<file path="src/rtl/mult_arbiter.sv">
// mult_arbiter: two-port valid/ready arbiter and multicycle sequencer for a
// shared combinational multiplier. Operands are held on mul_rs/mul_rd for LAT
// cycles, the truncated product is captured into res_q and held until the
// owning requester accepts it.
// Optional feature: define MULT_ARB_RR_EN for round-robin arbitration;
// otherwise requester 0 has fixed priority.
module mult_arbiter #(
    parameter int unsigned WIDTH = 16,
    parameter int unsigned LAT   = 2
) (
    input  logic             clk,
    input  logic             rst,
    input  logic             req0_valid,
    input  logic [WIDTH-1:0] req0_rs,
    input  logic [WIDTH-1:0] req0_rd,
    output logic             req0_ready,
    input  logic             req1_valid,
    input  logic [WIDTH-1:0] req1_rs,
    input  logic [WIDTH-1:0] req1_rd,
    output logic             req1_ready,
    output logic             res0_valid,
    input  logic             res0_ready,
    output logic             res1_valid,
    input  logic             res1_ready,
    output logic [WIDTH-1:0] res_q,
    output logic [WIDTH-1:0] mul_rs,
    output logic [WIDTH-1:0] mul_rd,
    input  logic [WIDTH-1:0] mul_q,
    output logic             busy
);

    // LAT is limited to 1..15, so LAT-1 fits in four bits
    localparam int unsigned CNT_W = 4;

    typedef enum logic [1:0] {
        IDLE = 2'd0,
        CALC = 2'd1,
        DONE = 2'd2
    } state_e;

    state_e             state_q, state_d;
    logic [CNT_W-1:0]   cnt_q, cnt_d;
    logic               owner_q, owner_d;
    logic [WIDTH-1:0]   mul_rs_q, mul_rs_d;
    logic [WIDTH-1:0]   mul_rd_q, mul_rd_d;
    logic [WIDTH-1:0]   res_val_q, res_val_d;
    logic               res0_valid_q, res0_valid_d;
    logic               res1_valid_q, res1_valid_d;
    logic               busy_q, busy_d;
    logic               grant0, grant1;

`ifdef MULT_ARB_RR_EN
    // last_q remembers the most recently accepted requester (1 after reset)
    logic               last_q, last_d;

    // Round-robin grant: on contention the requester not granted last wins
    always_comb begin
        grant0 = req0_valid && (!req1_valid || last_q);
        grant1 = req1_valid && (!req0_valid || !last_q);
    end
`else
    // Fixed-priority grant: requester 0 always wins contention
    always_comb begin
        grant0 = req0_valid;
        grant1 = req1_valid && !req0_valid;
    end
`endif

    // Next-state, datapath next values and combinational ready
    always_comb begin
        state_d    = state_q;
        cnt_d      = cnt_q;
        owner_d    = owner_q;
        mul_rs_d   = mul_rs_q;
        mul_rd_d   = mul_rd_q;
        res_val_d  = res_val_q;
        req0_ready = 1'b0;
        req1_ready = 1'b0;
`ifdef MULT_ARB_RR_EN
        last_d     = last_q;
`endif
        case (state_q)
            IDLE: begin
                req0_ready = grant0 && !rst;
                req1_ready = grant1 && !rst;
                if (grant0 || grant1) begin
                    owner_d  = grant1;
                    mul_rs_d = grant1 ? req1_rs : req0_rs;
                    mul_rd_d = grant1 ? req1_rd : req0_rd;
                    cnt_d    = CNT_W'(LAT - 1);
                    state_d  = CALC;
`ifdef MULT_ARB_RR_EN
                    last_d   = grant1;
`endif
                end
            end
            CALC: begin
                if (cnt_q == '0) begin
                    res_val_d = mul_q;
                    state_d   = DONE;
                end else begin
                    cnt_d = cnt_q - CNT_W'(1);
                end
            end
            DONE: begin
                if (owner_q ? res1_ready : res0_ready) begin
                    state_d = IDLE;
                end
            end
            default: begin
                state_d = IDLE;
            end
        endcase
        res0_valid_d = (state_d == DONE) && !owner_d;
        res1_valid_d = (state_d == DONE) && owner_d;
        busy_d       = (state_d != IDLE);
    end

    // State and datapath registers with synchronous reset
    always_ff @(posedge clk) begin
        if (rst) begin
            state_q      <= IDLE;
            cnt_q        <= '0;
            owner_q      <= 1'b0;
            mul_rs_q     <= '0;
            mul_rd_q     <= '0;
            res_val_q    <= '0;
            res0_valid_q <= 1'b0;
            res1_valid_q <= 1'b0;
            busy_q       <= 1'b0;
`ifdef MULT_ARB_RR_EN
            last_q       <= 1'b1;
`endif
        end else begin
            state_q      <= state_d;
            cnt_q        <= cnt_d;
            owner_q      <= owner_d;
            mul_rs_q     <= mul_rs_d;
            mul_rd_q     <= mul_rd_d;
            res_val_q    <= res_val_d;
            res0_valid_q <= res0_valid_d;
            res1_valid_q <= res1_valid_d;
            busy_q       <= busy_d;
`ifdef MULT_ARB_RR_EN
            last_q       <= last_d;
`endif
        end
    end

    assign res_q      = res_val_q;
    assign mul_rs     = mul_rs_q;
    assign mul_rd     = mul_rd_q;
    assign res0_valid = res0_valid_q;
    assign res1_valid = res1_valid_q;
    assign busy       = busy_q;

endmodule
</file>
<file path="config.mk">
export PLATFORM = sky130hd
export DESIGN_NAME = mult_arbiter
export DESIGN_NICKNAME = d
export VERILOG_FILES = /design/src/rtl/mult_arbiter.sv
export SDC_FILE = /design/constraint.sdc
export NUM_CORES = 1
export LEC_CHECK = 0
export ABC_AREA = 1
export BUFFER_PORTS_ARGS = -buffer_cell sky130_fd_sc_hd__clkbuf_2
export CORE_ASPECT_RATIO = 0.6
export CORE_MARGIN = 5
export CORE_UTILIZATION = 45
export CTS_CLUSTER_DIAMETER = 30
export DETAILED_ROUTE_END_ITERATION = 8
export GPL_TIMING_DRIVEN = 1
export PLACE_DENSITY_LB_ADDON = 0.1
export SLEW_MARGIN = 5
export SYNTH_ARGS = -nofsm -noshare
export SYNTH_HDL_FRONTEND = slang
export SYNTH_SLANG_ARGS = --single-unit
</file>
<file path="constraint.sdc">
create_clock -name clk -period 1.3 [get_ports clk]
set_input_delay 0.195 -clock clk [delete_from_list [all_inputs] [get_ports clk]]
set_output_delay 0.195 -clock clk [all_outputs]
set_load 0.01 [all_outputs]
</file>
==> Word level (Yosys, flattened, before mapping) <==
Index checks and enable logic that the tools add are counted.
{ "op_classes": {"n_eq_ne": 5, "n_addsub": 1, "muxes": 14, "n_reduce_logical": 16} }
{ "ops": {"columns": ["op", "n"], "rows": [
  ["16-bit two-way mux", 2],
  ["4-bit two-way mux", 2],
  ["4-bit case mux with 2 select lines", 1],
  ["2-bit two-way mux", 3],
  ["2-bit case mux with 3 select lines", 1],
  ["1-bit logical AND", 5],
  ["1-bit two-way mux", 5],
  ["2-bit == test (second input constant)", 2],
  ["4-bit logical NOT", 1],
  ["2-bit != test (second input constant)", 2],
  ["2-bit AND reduction", 2],
  ["2-bit nonzero test", 2],
  ["4-bit by 1-bit subtractor with 4-bit output (second input constant)", 1],
  ["1-bit logical NOT", 3],
  ["3-bit AND reduction", 1],
  ["2-bit by 1-bit == test with 1-bit output (second input constant)", 1],
  ["2-bit logical NOT", 1],
  ["1-bit logical OR", 1]
]} }
{ "totals": {"register_bits": 58, "wordCells": 45, "inputBits": 86} }

==> Longest topological paths before layout <==
Gate-level depths: netlist (run 1).
{ "logic_depth": {"depth_word": 7, "mapped_depth": 8, "mapped_depth_nobuf": 8} }

==> Worst setup path after synthesis (run 1) <==
No wires, ideal clock.
{ "synth_path": {"path_type": "reg-to-reg", "from": "register cnt_q[0]", "to": "register res_val_q[0], in the netlist res_q[0]", "n_path_buf": 1, "setup_ns": 0.116, "arrival_ns": 1.095, "synth_period_minus_slack_ns": 1.210, "stages_incl_launch_ff": 8, "path_slack_ns": 0.090, "path_cell_list": "dfxtp_1 inv_1 ha_1 nand3_4 clkinv_2 buf_6 nor2_1 nor2_1"} }
{ "synth_between": {"elab_chain_len": 2} }
{ "synth_lines": {"columns": ["item", "line", "rtl"], "rows": [
  ["start, declared", "42", "logic [CNT_W-1:0] cnt_q, cnt_d;"],
  ["start signal, assigned", "136", "cnt_q <= cnt_d;"],
  ["4-bit logical NOT", "98", "if (cnt_q == '0) begin"],
  ["2-bit AND reduction (no line)", null, null],
  ["end signal, assigned", "140", "res_val_q <= res_val_d;"],
  ["end, declared", "46", "logic [WIDTH-1:0] res_val_q, res_val_d;"]
]} }
Every way passes these cells.
A chain may end at the register's enable or synchronous reset.

==> Worst setup path in the final report (run 1) <==
{ "layout_path": {"from": "register state_q[1]", "to": "output req0_ready"} }
{ "layout_between": {"elab_chain_len": 2} }
{ "layout_lines": {"columns": ["item", "line", "rtl"], "rows": [
  ["start, declared", "41", "state_e state_q, state_d;"],
  ["start signal, assigned", "135", "state_q <= state_d;"],
  ["2-bit logical NOT", "82", "case (state_q)"],
  ["1-bit two-way mux", "82", null],
  ["end, declared", "16", "output logic req0_ready,"]
]} }
Every way passes these cells.

==> summary.txt, run 1 <==
Clock network
  • Root Driver: clkbuf_8
  • CTS buffer count: 9
  • # clock sinks: 58
  • Clock slew at reported path FFs: roughly 0.070 ns
  • Longest Clk Path Bufs: 2
  • Clk_lat worst skew: approximately 0.34 ns
  • TritonCTS clock tree: built
  • H-tree depth: 3

Job
  • Max_cap viols: 0

Die
  • Core box area: 5570 µm²
  • Io pins: about 140
  • Core Rows: 21
  • Die Span Y: roughly 70 µm
  • Starting Density: 46.3%
  • Die footprint: ~7400 µm²
  • Die Span X: between 100 and 150 µm

GRT
  • Largest net degree at the start of global routing: 31
  • Initial antenna violation count: 0
  • First-pass GRT wire length: ~12 mm
  • Number of global-route vias before repair: 2655
  • Global-route met3 utilization: between 8 and 9%
  • Global-route track usage on met1: between 20% and 30%
  • Overall global routing resource usage: around a fifth
  • Most Used Layer, Global Route: met2
  • Met2 global-route usage: between 30% and 40%
  • Grt ovf: 0

Route
  • Average wire per cell in the routed design: approximately 13 µm
  • Final wirelength: approximately 8.2 mm
  • Drt drc: 0
  • Initial drt markers: 160
  • Vias per cell: approximately 4.9
  • ANT nets after route: 0
  • Vias: between 3k and 4k
  • DRT Pass-1 Iters: 4

STA
  • Max_slew headroom: 59.3%
  • Worst Skew: between 0.01 and 0.015 ns
  • Fin Setup TNS: -0.211 ns
  • Setup WS post-layout: -0.107 ns
  • Final min period: roughly 1.4 ns
  • Unrepaired setup endpoints after global routing: yes
  • Period utilization: 108%
  • Final Hold Viols: 0
  • Final setup viols: 2
  • Worst slew pin tran: 0.609 ns
  • Highest clock rate: between 700 and 800 MHz
  • Slew Limit Fails: 0

Yosys
  • Mapped cell area: between 2000 and 3000 µm²
  • Count of cell types in the netlist: 23
  • Post-Syn Area per Cell: roughly 7 µm²
  • Ys Warns: 0
  • Area share of the largest cell type after synthesis: ~45%
  • Synth area leaders: dfxtp_1 45%, nand2_1 21%, a21oi_1 6.8%
  • Syn nets: between 400 and 500
  • Post-synthesis sequential area ratio: 45.0%
  • Cells after Synth: ~380
  • Area leader, netlist: dfxtp_1
  • Seq cells post-synth: 58

Worst setup path
  • CP required: ~1.1 ns
  • CP Data Arrival Time: 1.21 ns
  • Setup CP Type: reg2out
  • Critical path's slowest cell: dfxtp_4
  • Critical-path cell list: nor2_4 > nand2_2 > nor2_2 > buf_2
  • Worst Setup End Kind: output pin
  • CP delay by family, top: simple AND/OR/NAND/NOR gates
  • Critical Path Fanout Max: 3
  • Crit path buf inv count: 1
  • CP Launch Type: flop
  • Delay of the slowest critical-path stage: around 0.35 ns

Min path
  • Worst hold path class: in2reg

Power
  • P_leak: slightly below 0.002 µW
  • Clock Power Share: about 28%
  • Int Pwr: roughly 4000 µW
  • Sw Pwr: around 2000 µW
  • Reg power frac: approximately 37%
  • Sw frac: between 30% and 40%
  • Comb pwr share: between 30% and 40%
  • Worst IR Drop VDD: 0.000778 V
  • Power Dens Cells: 1540 nW/µm²

Cells and area
  • Commonest non-fill, non-tap cell in the layout: nand2_1
  • Layout cell share with drive strength beyond 1: approximately two fifths
  • Post-route insts no fill: 613
  • # fillers: around 480
  • Nets: 615
  • Ant diodes: 0
  • Cell area after layout: 3890 µm²
  • Most frequent cells in the layout: 138 x nand2_1, 136 x clkbuf_2, 56 x dfxtp_1
  • Area Growth Syn to Fin: 51.0%

Placed design
  • Placed Instances: around 600
  • GP Congestion: ~0.83
  • Hpwl dp: roughly 5.7 mm
  • Dpl cell area: about 3400 µm²
  • # port buffers: about 140

Status
  • Failing checks: setup timing
  • Status: complete, but fails checks
state kept, by name (all words and copies together) (netlist names):
signal	cells
res0_valid	1
res_q	16
res1_valid	1
owner_q	1
mul_rs	16
mul_rd	16
cnt_q	4
busy	1
state_q	2
worst register-to-register path, cell delays in order (launching register included):
cell,delay (ns)
dfxtp_4,0.35
nor2_4,0.16
nand2_4,0.07
buf_4,0.16
nand2_8,0.12
clkbuf_16,0.16
nor2_1,0.05
nand2_1,0.08
nor2_1,0.04
area by class of cell:
type	count	area [µm²]	share of cell area (%)
Inverter	11	48.8	1.25
Timing Repair Buffer	163	1000	25.8
Multi-Input combinational cell	285	1370	35.1
Clock buffer	12	155	3.99
Tap cell	80	100	2.57
Clock inverter	4	50.0	1.29
Sequential cell	58	1170	30.0
synth_stat cells:
| master | n |
|---|---|
| nand2_1 | 142 |
| dfxtp_1 | 58 |
| nor2_1 | 43 |
| a21oi_1 | 35 |
| nand3_1 | 34 |
| o21ai_0 | 17 |
| buf_2 | 13 |
| inv_1 | 7 |
| clkbuf_1 | 5 |
| buf_6 | 4 |
| inv_2 | 3 |
| nor3_1 | 3 |
| nand2_2 | 2 |
| nor2_4 | 2 |
| o21ai_1 | 2 |
| buf_1 | 1 |
| clkbuf_2 | 1 |
| clkinv_2 | 1 |
| ha_1 | 1 |
| nand3_4 | 1 |
| nand4_1 | 1 |
| o21ai_2 | 1 |
| or2_2 | 1 |
power groups by stage:
stage                     clock, µW  combinational (µW)  sequential, µW
after detailed placement          0                1580            2260
after global routing           1830                2250            2260
final                          1700                2060            2230
after CTS                      1720                1660            2220
after floorplan                   0                 892            2360
after global placement            0                1560            2250
through the flow:
stage | hold WS, ns | worst slack, ns | utilization, % | total power [µW]
after floorplan | 0.343 | 0.0896 | - | 3250
after CTS | 0.0795 | -0.165 | 64.9 | 5600
final | 0.0876 | -0.107 | 69.9 | 5990
after global placement | 0.431 | -0.0641 | 60.2 | 3810
after detailed placement | 0.441 | -0.0515 | 60.2 | 3840
after global routing | 0.0818 | -0.201 | 69.9 | 6340
worst paths after layout:
kind / start / to / slack [ns] / cells past startpoint
hold reg to reg: mul_rd[13] / mul_rd[13] / 0.47 / 2
setup / recovery: state_q[1] / req0_ready / -0.11 / 4
hold / removal: mul_q[1] / res_q[1] / 0.09 / 3
setup reg to reg: state_q[1] / cnt_q[3] / 0 / 8
routing by layer:
| layer | vias to the layer above | routed length [µm] |
|---|---|---|
| met4 | 0 | 92 |
| met5 | - | 0 |
| li1 | 1510 | - |
| met2 | 93 | 3820 |
| met1 | 1408 | 3680 |
| met3 | 9 | 614 |
what timing repair did:
| item | 4_1_cts | 5_1_grt |
|---|---|---|
| resized for setup | 9 | 46 |
| hold endpoints to repair | 0 | 0 |
| hold buffers | 0 | 0 |
| buffers inserted | 4 | 4 |
| setup endpoints to repair | 18 | 48 |
| cloned | 0 | 5 |
| pin swaps | 3 | 10 |
kinds of logic (layout without fill, tap and decap cells):
group | count (synthesis) | count (layout) | share of synthesized area [%]
compound gates | 55 | 55 | 10.8
fa+ha+maj | 1 | 1 | 0.485
buf+inv | 35 | 190 | 6.99
flops | 58 | 58 | 45.0
simple gates | 229 | 229 | 36.7
(Power assumes the default switching activity.)
==> run 2, diff against run 1 <==
--- a/config.mk
+++ b/config.mk
@@ -14,6 +14,8 @@
 export DETAILED_ROUTE_END_ITERATION = 8
 export GPL_TIMING_DRIVEN = 1
 export PLACE_DENSITY_LB_ADDON = 0.1
+export RECOVER_POWER = 25
+export REMOVE_ABC_BUFFERS = 1
 export SLEW_MARGIN = 5
 export SYNTH_ARGS = -nofsm -noshare
 export SYNTH_HDL_FRONTEND = slang
==> run 2 against run 1 <==
Net effect: the flow still finishes with violations (setup timing); sequential share of layout area grew 2.2 points; non-clock buffer count shrank 11; register-to-register slack improved by 0.07 ns; critical path depth is the same; via count shrank 6.1%; die area stayed put; largest power group unchanged.
==> summary.txt, run 2 (synthesized netlist as in run 1, its figures left out) <==
STA
  • Setup WS post-layout: -0.00231 ns (+0.104 ns)
  • Final Hold Viols: 0 (unchanged)
  • Worst slew pin tran: 0.547 ns (-0.0623 ns)
  • Unrepaired setup endpoints after global routing: yes
  • Final min period: 1.30 ns (-0.104 ns)
  • Period utilization: 100% (-8.0 points)
  • Max_slew headroom: 63.5% (+4.2 points)
  • Hold Worst Slack: 0.102 ns (+0.0148 ns)
  • Highest clock rate: 768 MHz (+8.0%)
  • Slew Limit Fails: 0 (unchanged)
  • Final setup viols: 1 (-1)
  • Fin Setup TNS: -0.00231 ns (+0.209 ns)
  • Worst Skew: 0.00637 ns (-0.00531 ns)

Power
  • Int Pwr: 3710 µW (-6.7%)
  • Worst IR Drop VDD: 0.000680 V (-13%)
  • Reg power frac: 40.2% (+3.0 points)
  • Power Dens Cells: 1530 nW/µm² (-0.68%)
  • Clock Power Share: 28.8% (+0.4 points)
  • Comb pwr share: 31.0% (-3.4 points)
  • Sw Pwr: 1840 µW (-8.5%)
  • Sw frac: 33.2% (-0.43 points)
  • P_leak: 0.00181 µW (-8.7%)

Clock network
  • CTS buffer count: 9 (unchanged)
  • Clk_lat worst skew: 0.32 ns (-0.02 ns)
  • # clock sinks: 58 (unchanged)
  • Root Driver: clkbuf_8
  • Cts hold-fix bufs: 0 (unchanged)
  • H-tree depth: 3 (unchanged)
  • Clock slew at reported path FFs: 0.06 ns (about the same)
  • TritonCTS clock tree: built
  • Longest Clk Path Bufs: 2 (unchanged)

Cells and area
  • Layout cell share with drive strength beyond 1: 31.5% (-8.9 points)
  • Most frequent cells in the layout: 138 x nand2_1, 110 x clkbuf_2, 55 x dfxtp_1
  • Nets: 604 (-1.8%)
  • Commonest non-fill, non-tap cell in the layout: nand2_1
  • Ant diodes: 0 (unchanged)
  • # fillers: 537 (+13%)
  • Area Growth Syn to Fin: 40.9%

Worst setup path
  • CP Depth: 4 (unchanged)
  • Critical Path Fanout Max: 3 (unchanged)
  • CP Launch Type: flop
  • CP delay by family, top: flip-flops
  • CP Data Arrival Time: 1.11 ns (-0.10 ns)
  • R2R depth: 6 (-2)
  • Critical-path cell list: nor2_4 > nand2_2 > nor3_2 > buf_2
  • Worst Setup End Kind: output pin
  • Crit path buf inv count: 1 (unchanged)
  • Critical path's slowest cell: dfxtp_2
  • Setup CP Type: reg2out
  • CP required: 1.11 ns (about the same)
  • Delay of the slowest critical-path stage: 0.33 ns (-0.02 ns)

Placed design
  • Worst Setup Slack post-DPL: -0.0453 ns (+0.00615 ns)
  • Hpwl dp: 5.37 mm (-5.8%)
  • GP Congestion: 0.764 (-8.3%)
  • # port buffers: 138 (unchanged)

Die
  • Die Span X: 108 µm (unchanged)
  • Die Span Y: 68.6 µm (unchanged)
  • Starting Density: 46.3% (unchanged)
  • Core box area: 5570 µm² (unchanged)
  • Die footprint: 7390 µm² (unchanged)
  • Core Rows: 21 (unchanged)
  • Io pins: 139 (unchanged)

Route
  • ANT nets after route: 0 (unchanged)
  • Vias per cell: 4.72 (-4.3%)
  • DRT Pass-1 Iters: 5 (+1)
  • Average wire per cell in the routed design: 12.3 µm (-8.4%)
  • Vias: 2835 (-6.1%)
  • Final wirelength: 7.37 mm (-10%)
  • Initial drt markers: 156 (-2.5%)
  • Drt drc: 0 (unchanged)

GRT
  • Grt ovf: 0 (unchanged)
  • Largest net degree at the start of global routing: 34 (+9.7%)
  • Initial antenna violation count: 0 (unchanged)
  • Number of global-route vias before repair: 2632 (-0.87%)
  • Overall global routing resource usage: 20.2% (about the same)
  • First-pass GRT wire length: 11.8 mm (unchanged)

Min path
  • Worst hold path class: in2reg
  • Hold depth: 3 (unchanged)

Status
  • Failing checks: setup timing
  • Status: complete, but fails checks

Job
  • Max_cap viols: 0 (unchanged)
run 2: cell count changes in the layout (fill, tap and decap cells not counted), moves of 3 or more:
cell       change
clkbuf_1      +25
clkbuf_2      -26
a21oi_2       -15
a21oi_1       +15
buf_12         +3
clkbuf_16      -3
buf_4          -7
run 2: timing repair:
item                       in CTS  in global routing
setup endpoints to repair      14                 29
buffers inserted                4                  0
resized for setup               8                 21
gates cloned                    0                  1
pin swaps                       1                  2
hold endpoints to repair        0                  0
run 2: final timing paths:
path | slack (ns) | startpoint | endpoint
setup / recovery | -0.002 | state_q[0] | req1_ready
hold / removal | 0.10 | mul_q[1] | res_q[1]
setup reg to reg | 0.07 | state_q[1] | res_q[5]
hold reg to reg | 0.46 | mul_rd[15] | mul_rd[15]
run 2: metal layers:
layer / global-route usage (%) / vias to the layer above / part of all wire [%]
met4: 6.14 / 0 / 0.66
met2: 33.4 / 86 / 46
met3: 6.98 / 4 / 7.1
li1: - / 1479 / -
met5: 0 / - / 0
met1: 25.4 / 1266 / 47
run 2: power by group through the flow:
stage	logic, µW	registers, µW	clock network (µW)
after floorplan	761	2360	0
after global placement	1580	2250	0
after detailed placement	1600	2260	0
after CTS	1660	2230	1640
after global routing	1950	2260	1730
final	1720	2230	1600
run 2: worst register-to-register path: cells and delay by family, from the launching register on:
family,cells,cell delay [ns]
flops,1,0.35
compound gates,1,0.15
simple gates,3,0.30
buf+inv,2,0.32
run 2: stage by stage:
stage / area (µm²) / power, µW / std cells / utilization, %
5_1_grt: 3630 / 5940 / 601 / 65.2
3_3_place_gp: 3360 / 3830 / 581 / 60.3
2_1_floorplan: 2440 / 3120 / 354 / -
6_report: 3630 / 5550 / 601 / 65.2
3_5_place_dp: 3360 / 3870 / 581 / 60.3
4_1_cts: 3600 / 5530 / 600 / 64.7
run 2: area by class of cell:
class / instances / area, µm² / area share (%)
clock buffers: 10 / 138 / 3.79
clock inverters: 5 / 55.1 / 1.52
inverters: 11 / 43.8 / 1.21
multi-input cells: 285 / 1280 / 35.1
flip-flops and latches: 58 / 1170 / 32.2
well taps: 80 / 100 / 2.76
repair buffers: 152 / 851 / 23.4
